===== src/rtl/uart_tx_arbiter_if.sv =====
// Requester-side and transmitter-side signals of the UART TX arbiter.
// slave modport is the arbiter's view; master modport is the environment's view.
// Requester k uses byte lane [8k+7:8k] of i_req_byte.
interface uart_tx_arbiter_if #(
  parameter int N_REQ = 4
);
  localparam int GW = (N_REQ > 1) ? $clog2(N_REQ) : 1;

  // requester side
  logic [N_REQ-1:0]   i_req_valid;
  logic [8*N_REQ-1:0] i_req_byte;
  logic [N_REQ-1:0]   i_req_last;
  logic [N_REQ-1:0]   o_req_ready;

  // transmitter side
  logic               o_tx_dv;
  logic [7:0]         o_tx_byte;
  logic               i_tx_active;
  logic               i_tx_done;

  // status
  logic [GW-1:0]      o_grant_id;
  logic               o_busy;
  logic               o_err_timeout;

  modport slave (
    input  i_req_valid, i_req_byte, i_req_last, i_tx_active, i_tx_done,
    output o_req_ready, o_tx_dv, o_tx_byte, o_grant_id, o_busy, o_err_timeout
  );

  modport master (
    output i_req_valid, i_req_byte, i_req_last, i_tx_active, i_tx_done,
    input  o_req_ready, o_tx_dv, o_tx_byte, o_grant_id, o_busy, o_err_timeout
  );
endinterface


===== src/rtl/uart_tx_arbiter.sv =====
// Round-robin arbiter feeding bytes from N_REQ requesters into one UART TX, with frame lock.
// Latency: ready/dv/byte appear one cycle after the grant edge; all outputs are registered.
// Backpressure: no grant while the transmitter is active or a byte is in flight (waits for tx_done).
module uart_tx_arbiter #(
  parameter int N_REQ        = 4,
  parameter int HOLD_TIMEOUT = 1024
) (
  input logic              i_clk,
  input logic              i_rst,
  uart_tx_arbiter_if.slave bus
);

  localparam int GW = (N_REQ > 1) ? $clog2(N_REQ) : 1;
  localparam int TW = (HOLD_TIMEOUT < 2) ? 1 : $clog2(HOLD_TIMEOUT + 1);
  // Value of the timeout counter on the cycle that completes the idle window.
  localparam logic [TW-1:0] TMO_LAST = TW'(HOLD_TIMEOUT - 1);

  typedef enum logic [1:0] {
    ST_IDLE      = 2'd0,
    ST_WAIT_DONE = 2'd1,
    ST_HOLD      = 2'd2
  } state_t;

  state_t             state_q, state_d;
  logic [GW-1:0]      ptr_q, ptr_d;
  logic               last_q, last_d;
  logic [TW-1:0]      tmo_q, tmo_d;
  logic [N_REQ-1:0]   ready_q, ready_d;
  logic               dv_q, dv_d;
  logic [7:0]         byte_q, byte_d;
  logic [GW-1:0]      gid_q, gid_d;
  logic               busy_q, busy_d;
  logic               err_q, err_d;

  logic               rr_found;
  logic [GW-1:0]      rr_idx;
  int                 cand;
  logic [GW-1:0]      sel_idx;
  logic [7:0]         sel_byte;
  logic               sel_last;
  logic               grant;

  // Round-robin search: first valid requester starting just after the last winner, with wrap.
  always_comb begin
    rr_found = 1'b0;
    rr_idx   = '0;
    cand     = 0;
    for (int off = 1; off <= N_REQ; off++) begin
      cand = int'(ptr_q) + off;
      if (cand >= N_REQ) begin
        cand = cand - N_REQ;
      end
      if (!rr_found && bus.i_req_valid[cand[GW-1:0]]) begin
        rr_found = 1'b1;
        rr_idx   = cand[GW-1:0];
      end
    end
  end

  // While a frame is locked only the holder may be served, so the data mux follows it.
  assign sel_idx = (state_q == ST_HOLD) ? gid_q : rr_idx;

  // Byte/last mux for the requester being considered this cycle.
  always_comb begin
    sel_byte = '0;
    sel_last = 1'b0;
    for (int k = 0; k < N_REQ; k++) begin
      if (sel_idx == GW'(k)) begin
        sel_byte = bus.i_req_byte[8*k +: 8];
        sel_last = bus.i_req_last[k];
      end
    end
  end

  // Next-state and registered-output logic; pulses default low and fire for one cycle.
  always_comb begin
    state_d = state_q;
    ptr_d   = ptr_q;
    last_d  = last_q;
    tmo_d   = tmo_q;
    ready_d = '0;
    dv_d    = 1'b0;
    byte_d  = byte_q;
    gid_d   = gid_q;
    err_d   = 1'b0;
    grant   = 1'b0;

    case (state_q)
      ST_IDLE: begin
        if (rr_found && !bus.i_tx_active) begin
          grant = 1'b1;
          ptr_d = rr_idx;
        end
      end

      ST_WAIT_DONE: begin
        if (bus.i_tx_done) begin
          if (last_q) begin
            state_d = ST_IDLE;
          end else begin
            state_d = ST_HOLD;
            tmo_d   = '0;
          end
        end
      end

      ST_HOLD: begin
        if (bus.i_req_valid[gid_q]) begin
          // Locked requester continues its frame; pointer stays on it.
          grant = 1'b1;
        end else if (HOLD_TIMEOUT != 0) begin
          if (tmo_q == TMO_LAST) begin
            err_d   = 1'b1;
            state_d = ST_IDLE;
            tmo_d   = '0;
          end else begin
            tmo_d = tmo_q + TW'(1);
          end
        end
      end

      default: begin
        state_d = ST_IDLE;
      end
    endcase

    if (grant) begin
      ready_d[sel_idx] = 1'b1;
      dv_d             = 1'b1;
      byte_d           = sel_byte;
      gid_d            = sel_idx;
      last_d           = sel_last;
      state_d          = ST_WAIT_DONE;
    end
  end

  // Busy mirrors the state that will be held after this edge.
  assign busy_d = (state_d != ST_IDLE);

  // State and output registers; reset abandons any frame lock and restores requester 0 priority.
  always_ff @(posedge i_clk) begin
    if (i_rst) begin
      state_q <= ST_IDLE;
      ptr_q   <= GW'(N_REQ - 1);
      last_q  <= 1'b0;
      tmo_q   <= '0;
      ready_q <= '0;
      dv_q    <= 1'b0;
      byte_q  <= '0;
      gid_q   <= '0;
      busy_q  <= 1'b0;
      err_q   <= 1'b0;
    end else begin
      state_q <= state_d;
      ptr_q   <= ptr_d;
      last_q  <= last_d;
      tmo_q   <= tmo_d;
      ready_q <= ready_d;
      dv_q    <= dv_d;
      byte_q  <= byte_d;
      gid_q   <= gid_d;
      busy_q  <= busy_d;
      err_q   <= err_d;
    end
  end

  assign bus.o_req_ready   = ready_q;
  assign bus.o_tx_dv       = dv_q;
  assign bus.o_tx_byte     = byte_q;
  assign bus.o_grant_id    = gid_q;
  assign bus.o_busy        = busy_q;
  assign bus.o_err_timeout = err_q;

endmodule


===== src/flat_wrapper.sv =====
// flat-port wrapper written by rule: the top's interface ports become plain ports
module uart_tx_arbiter_flat 
#(
  parameter int N_REQ        = 4,
  parameter int HOLD_TIMEOUT = 1024
)
  (i_clk, i_rst, bus_i_req_valid, bus_i_req_byte, bus_i_req_last, bus_i_tx_active, bus_i_tx_done, bus_o_req_ready, bus_o_tx_dv, bus_o_tx_byte, bus_o_grant_id, bus_o_busy, bus_o_err_timeout);
  uart_tx_arbiter_if #(.N_REQ(N_REQ)) bus_i ();
  input logic i_clk;
  input logic i_rst;
  input wire logic [$bits(bus_i.i_req_valid)-1:0] bus_i_req_valid;
  input wire logic [$bits(bus_i.i_req_byte)-1:0] bus_i_req_byte;
  input wire logic [$bits(bus_i.i_req_last)-1:0] bus_i_req_last;
  input wire logic [$bits(bus_i.i_tx_active)-1:0] bus_i_tx_active;
  input wire logic [$bits(bus_i.i_tx_done)-1:0] bus_i_tx_done;
  output wire logic [$bits(bus_i.o_req_ready)-1:0] bus_o_req_ready;
  output wire logic [$bits(bus_i.o_tx_dv)-1:0] bus_o_tx_dv;
  output wire logic [$bits(bus_i.o_tx_byte)-1:0] bus_o_tx_byte;
  output wire logic [$bits(bus_i.o_grant_id)-1:0] bus_o_grant_id;
  output wire logic [$bits(bus_i.o_busy)-1:0] bus_o_busy;
  output wire logic [$bits(bus_i.o_err_timeout)-1:0] bus_o_err_timeout;
  assign bus_i.i_req_valid = bus_i_req_valid;
  assign bus_i.i_req_byte = bus_i_req_byte;
  assign bus_i.i_req_last = bus_i_req_last;
  assign bus_i.i_tx_active = bus_i_tx_active;
  assign bus_i.i_tx_done = bus_i_tx_done;
  assign bus_o_req_ready = bus_i.o_req_ready;
  assign bus_o_tx_dv = bus_i.o_tx_dv;
  assign bus_o_tx_byte = bus_i.o_tx_byte;
  assign bus_o_grant_id = bus_i.o_grant_id;
  assign bus_o_busy = bus_i.o_busy;
  assign bus_o_err_timeout = bus_i.o_err_timeout;
  uart_tx_arbiter #(.N_REQ(N_REQ), .HOLD_TIMEOUT(HOLD_TIMEOUT)) u_core (.i_clk(i_clk), .i_rst(i_rst), .bus(bus_i));
endmodule

===== config.mk =====
export PLATFORM = sky130hd
export DESIGN_NAME = uart_tx_arbiter_flat
export DESIGN_NICKNAME = d
export VERILOG_FILES = /design/src/rtl/uart_tx_arbiter_if.sv /design/src/rtl/uart_tx_arbiter.sv /design/src/flat_wrapper.sv
export SDC_FILE = /design/constraint.sdc
export NUM_CORES = 1
export LEC_CHECK = 0
export ABC_CLOCK_PERIOD_IN_PS = 2400
export CORE_ASPECT_RATIO = 1.4
export CORE_UTILIZATION = 40
export CTS_BUF_LIST = sky130_fd_sc_hd__clkbuf_8
export DETAILED_ROUTE_END_ITERATION = 8
export PLACE_DENSITY = 0.81
export SLEW_MARGIN = 30
export SYNTH_ARGS = -nofsm -noshare
export SYNTH_HDL_FRONTEND = slang
export SYNTH_SLANG_ARGS = --single-unit

===== constraint.sdc =====
create_clock -name i_clk -period 2.4 [get_ports i_clk]
set_input_delay 0.48 -clock i_clk [delete_from_list [all_inputs] [get_ports i_clk]]
set_output_delay 0.48 -clock i_clk [all_outputs]
set_load 0.005 [all_outputs]

# Word level (Yosys, flattened, before mapping)
# Index checks and enable logic that the tools add are counted.
# op_classes
n_bitwise	2
muxes	49
div	0
eq_ne	9
addsub	9
n_lt_le_gt_ge	11
shifts	0
n_reduce_logical	17
n_mul	0
# ops
operator	n
11-bit 2-to-1 mux	4
8-bit 2-to-1 mux	4
2-bit 2-to-1 mux	14
11-bit case mux with 2 select lines	1
2-bit by 3-bit < comparator with 1-bit output, second input constant	6
1-bit 2-to-1 mux	18
11-bit by 1-bit adder with 11-bit output, second input constant	1
11-bit by 10-bit equality test with 1-bit output, second input constant	1
1-bit binary-select mux with 2-bit select	5
3-bit greater-or-equal comparator, second input constant	3
2-bit by 1-bit subtractor with 2-bit output, second input constant	4
2-bit by 2-bit adder with 3-bit output, second input constant	2
2-bit equality test, second input constant	3
2-bit != test, second input constant	3
2-bit case mux with 3 select lines	1
1-bit logical AND	5
2-bit by 3-bit adder with 4-bit output, second input constant	1
2-bit by 1-bit equality test with 1-bit output, second input constant	2
4-bit by 3-bit greater-or-equal comparator with 1-bit output, second input constant	1
1-bit zero test	4
2-bit zero test	2
4-bit AND reduction	1
2-bit nonzero test	2
2-bit by 1-bit adder with 3-bit output, second input constant	1
other kinds (7)	8
# totals
ff_bits	33
mem_count	0
ram_bits	0
latchBits	0
out_inout_bits	17
mem_bits_ro	0
inputBits	44
word_cells	107

# Logic depth before layout (Yosys ltp)
# depth
ltp_word	21
ltp_mapped	8
depth_no_buf	7

# Worst setup path before layout
# No wires, ideal clock.
# synth_path
path_type	input to register
from	input port bus_i_req_valid[0]
to	register u_core.byte_q[0] (netlist: u_core.bus.o_tx_byte[0])
slack_ns	0.551
arrival_time_ns	1.728
required_time_ns	2.278
n_path_buf	1
path_stages	7
setup_ns	0.122
cell_sequence	nor2_1 -> o21ai_0 -> and3_1 -> a21o_1 -> clkbuf_1 -> a211oi_1 -> o31ai_1
# synth_via
elab_chain_cells	18
elab_cells_between_ends	37
classes_between	3 x eq/ne; 26 x mux; 8 x reduce/logical
# synth_lines
item	line	source
start: declaration	flat_wrapper.sv:11	input wire logic [$bits(bus_i.i_req_valid)-1:0] bus_i_req_valid;
1-bit binary-select mux with 2-bit select	uart_tx_arbiter.sv:53	if (!rr_found && bus.i_req_valid[cand[GW-1:0]]) begin
1-bit 2-to-1 mux (implied by the code)	uart_tx_arbiter.sv:53	
1-bit 2-to-1 mux	uart_tx_arbiter.sv:53	
1-bit zero test	uart_tx_arbiter.sv:53	
1-bit logical AND	uart_tx_arbiter.sv:53	
1-bit 2-to-1 mux	uart_tx_arbiter.sv:53	
1-bit zero test	uart_tx_arbiter.sv:53	
1-bit logical AND	uart_tx_arbiter.sv:53	
1-bit 2-to-1 mux	uart_tx_arbiter.sv:53	
1-bit zero test	uart_tx_arbiter.sv:53	
1-bit logical AND	uart_tx_arbiter.sv:53	
2-bit 2-to-1 mux	uart_tx_arbiter.sv:53	
2-bit 2-to-1 mux	uart_tx_arbiter.sv:61	assign sel_idx = (state_q == ST_HOLD) ? gid_q : rr_idx;
2-bit zero test	uart_tx_arbiter.sv:68	if (sel_idx == GW'(k)) begin
8-bit 2-to-1 mux (4 in a row)	uart_tx_arbiter.sv:68	
end signal: assignment	uart_tx_arbiter.sv:160	byte_q <= byte_d;
end: declaration	uart_tx_arbiter.sv:30	logic [7:0] byte_q, byte_d;
# Several ways; a longest one is shown, not always the timed one. The select of a mux whose other input is x is not followed.
# A chain may end at the register's enable or synchronous reset.

# Worst setup path in the final report
# layout_path
from	input port bus_i_req_valid[1]
to	register u_core.last_q
# layout_via
elab_chain_cells	18
elab_cells_between_ends	37
classes_between	3 x eq/ne; 26 x mux; 8 x reduce/logical
# layout_lines
item	line	source
1-bit binary-select mux with 2-bit select	uart_tx_arbiter.sv:53	
1-bit 2-to-1 mux (implied by the code)	uart_tx_arbiter.sv:53	
1-bit 2-to-1 mux	uart_tx_arbiter.sv:53	
1-bit zero test	uart_tx_arbiter.sv:53	
1-bit logical AND	uart_tx_arbiter.sv:53	
1-bit 2-to-1 mux	uart_tx_arbiter.sv:53	
1-bit zero test	uart_tx_arbiter.sv:53	
1-bit logical AND	uart_tx_arbiter.sv:53	
1-bit 2-to-1 mux	uart_tx_arbiter.sv:53	
1-bit zero test	uart_tx_arbiter.sv:53	
1-bit logical AND	uart_tx_arbiter.sv:53	
2-bit 2-to-1 mux	uart_tx_arbiter.sv:53	
2-bit 2-to-1 mux	uart_tx_arbiter.sv:61	
2-bit zero test	uart_tx_arbiter.sv:68	
1-bit 2-to-1 mux (4 in a row)	uart_tx_arbiter.sv:68	
end signal: assignment	uart_tx_arbiter.sv:156	last_q <= last_d;
end: declaration	uart_tx_arbiter.sv:26	logic last_q, last_d;
# Several ways; a longest one is shown, not always the timed one. The select of a mux whose other input is x is not followed.

==> impl_metrics.toml <==
[drt]
first_iter_violations = 47
dr_total_vias = 1756
postRouteAntennaNets = 0
drc_errors = 4
wl_per_cell_um = 13.9
viasPerCell = 5.45
firstDrtPassIters = 6
routed_wl_mm = 4.49

[worst_hold_path]
hold_path.class = "register to register"

[critical_path]
worst_setup_path_end_kind = "register"
path_class = "input pin to register"
cp-start-kind = "input pin"
crit_required_ns = 2.57
arrival_ns = 2.36
cp_max_fo = 11

[synth]
syn_area_per_cell_sq_um = 8.30
ys_ff_latch = 33
seq_area_frac_synth = 0.390
syn_inst = 204
synth_nets = 249
ys_warn_count = 0
synth_top_cell_by_area = "dfxtp_1"
yosysTopAreaCellShare = 0.390
synth_edf_count = 0
synth_area_leaders = "dfxtp_1 39%, nor2_1 7.1%, nand2_1 5.5%, a211oi_1 4.4%, o21ai_0 4.1%"
synth_cell_types = 45
synth_ff_type = "dfxtp_1"
synthArstFlopShare = 0
netlist_area_sq_um = 1690

[placed_design]
placedCellCount = 315
io_buffers = 60
placed_cell_area_sq_um = 2440
place_hpwl_mm = 3.42
routabilityCongestion = 0.772

[die]
row_count = 27
pin_count = 61
fp.dieW_um = 57.0
fp.dieH_um = 79.0
coreArea_sq_um = 3990
initial_core_util = 0.425
die-area_sq_um = 4500

[sta]
rsz0062_at_grt = "false"
min_period_ns = 2.18
timing.fmax_mhz = 458
max_slew_margin = 0.649
drv_slew = 0
fin_skew_ns = 0.00668
worst_pin_slew_ns = 0.521
finalCritPeriodShare = 0.910
setup_violations = 0
finalHoldViolations = 0

[global_routing]
grt_max_degree = 14
antenna_found_initial = 0
grt_overflow_total = 0
grt_pass1_wl_mm = 7.57
grt_pass1_vias = 1779
grtUsageTotal = 0.217

[cts]
cts_sinks = 33
cts-root-buf = "clkbuf_8"
clockBufferDepth = 2
cts_setup_buffers = 0
h-tree-depth = 2
cts_inserted_buffers = 5
cts_tree = "done"
clock_latency_ns = 0.28
cts.clk_slew.worst_paths_ns = 0.07

[cells_and_area]
fin_area_sq_um = 2530
diodes = 0
drive_gt1_frac = 0.122
fin_nets = 324
instances_no_fill = 322
areaGrowthSynthToFinish_pct = 49.7

[power_and_ir_drop]
power.density_nw_per_um2 = 572
leakage_nw = 0.929
vdd_drop_max_v = 0.000309

[run_status]
run_status = "complete, but fails checks"
violations = "design-rule violations"

[flow_run]
drv_cap = 0
==> through the flow <==
step	TNS, ns	util	hold WS [ns]	setup WS (ns)	power (mW)
after global placement	-0.702	0.613	0.435	-0.0803	1.04
final	0	0.636	0.457	0.216	1.45
after global routing	0	0.636	0.479	0.0585	1.52
after floorplan	0	-	0.417	0.551	0.812
after detailed placement	-1.16	0.613	0.442	-0.149	1.04
after CTS	0	0.634	0.456	0.160	1.46
==> power by group <==
group | internal (mW) | leakage (nW) | switching [mW] | total, mW
combinational | 0.241 | 0.612 | 0.173 | 0.414
clock | 0.223 | 0.0485 | 0.195 | 0.418
sequential | 0.589 | 0.269 | 0.0300 | 0.619
total | 1.05 | 0.929 | 0.398 | 1.45
==> final timing paths <==
kind,from,to,slack [ns],cells past startpoint
setup reg to reg,u_core.bus.o_grant_id[1]$_SDFFE_PP0P_,u_core.tmo_q[9]$_SDFFE_PP0P_,0.44,5
setup / recovery,bus_i_req_valid[1],u_core.last_q$_SDFFE_PP0P_,0.22,8
hold reg to reg,u_core.bus.o_tx_byte[7]$_SDFFE_PP0P_,u_core.bus.o_tx_byte[7]$_SDFFE_PP0P_,0.46,2
hold / removal,u_core.bus.o_tx_byte[7]$_SDFFE_PP0P_,u_core.bus.o_tx_byte[7]$_SDFFE_PP0P_,0.46,2
==> synthesized netlist by cell type, types with 2 or more instances <==
cell type	n
nor3_1	2
a211oi_1	10
buf_2	3
a211o_1	2
o21ai_0	14
o21a_1	2
and2_1	9
clkbuf_1	4
dfxtp_1	33
o31ai_1	9
and3_1	3
a311oi_1	3
nand3_1	5
or2_2	2
nor2_1	32
nand2_1	25
nor2b_1	5
a21oi_1	7
a21o_1	2
nor3b_1	3
xnor2_1	2
nand2b_1	4
==> worst max-delay path: stages <==
cell and delay [ns]:
clkdlybuf4s50_1 0.51, buf_4 0.13, nand2b_1 0.06, a21bo_2 0.23, and3_1 0.19, a21o_1 0.32
a211oi_1 0.34, o31ai_1 0.09
==> cells in the final DEF (no fill, tap or decap), types with 7 or more instances in the layout <==
| cell type | n |
|---|---|
| a21oi_1 | 7 |
| nand2_1 | 25 |
| clkdlybuf4s50_1 | 60 |
| and2_1 | 9 |
| a211oi_1 | 10 |
| buf_4 | 15 |
| nor2_1 | 32 |
| dfxtp_1 | 33 |
| o21ai_0 | 14 |
| o31ai_1 | 9 |
==> registers in the layout, summed over array words and instances, names as in the netlist, 2 cells and up <==
name	count
u_core.tmo_q	11
u_core.bus.o_tx_byte	8
u_core.bus.o_req_ready	4
u_core.bus.o_grant_id	2
u_core.ptr_q	2
u_core.state_q	2
==> area by class of cell <==
type                       count  area, sq um
fill                         353         1450
multi-input combinational    163         1000
timing repair buffer          76          733
sequential                    33          661
clock buffer                   6         82.6
tap                           43         53.8
clock inverter                 1         3.75
==> logic make-up (layout without fill, tap and decap cells) <==
group           count (synthesis)  after routing  synth area share
flops                          33             33             0.390
fa+ha+maj                       1              1           0.00739
xor+xnor                        2              2            0.0103
compound gates                 59             59             0.263
mux                             1              1            0.0133
simple gates                  100            100             0.293
buf+inv                         8             83            0.0222
==> what timing repair did <==
item / CTS / global route
endpoints found under the setup margin: 0 / 2
hold endpoints to repair: 0 / 0
hold buffers: 0 / 0
gates resized for setup: 0 / 1
==> metal layers <==
layer	vias up	wire length, um	GRT usage
li1	882	-	-
met1	809	1760	0.222
met2	55	2350	0.393
met3	10	299	0.0765
met4	0	86	0.0951
met5	-	0	0
(Power assumes the default switching activity.)
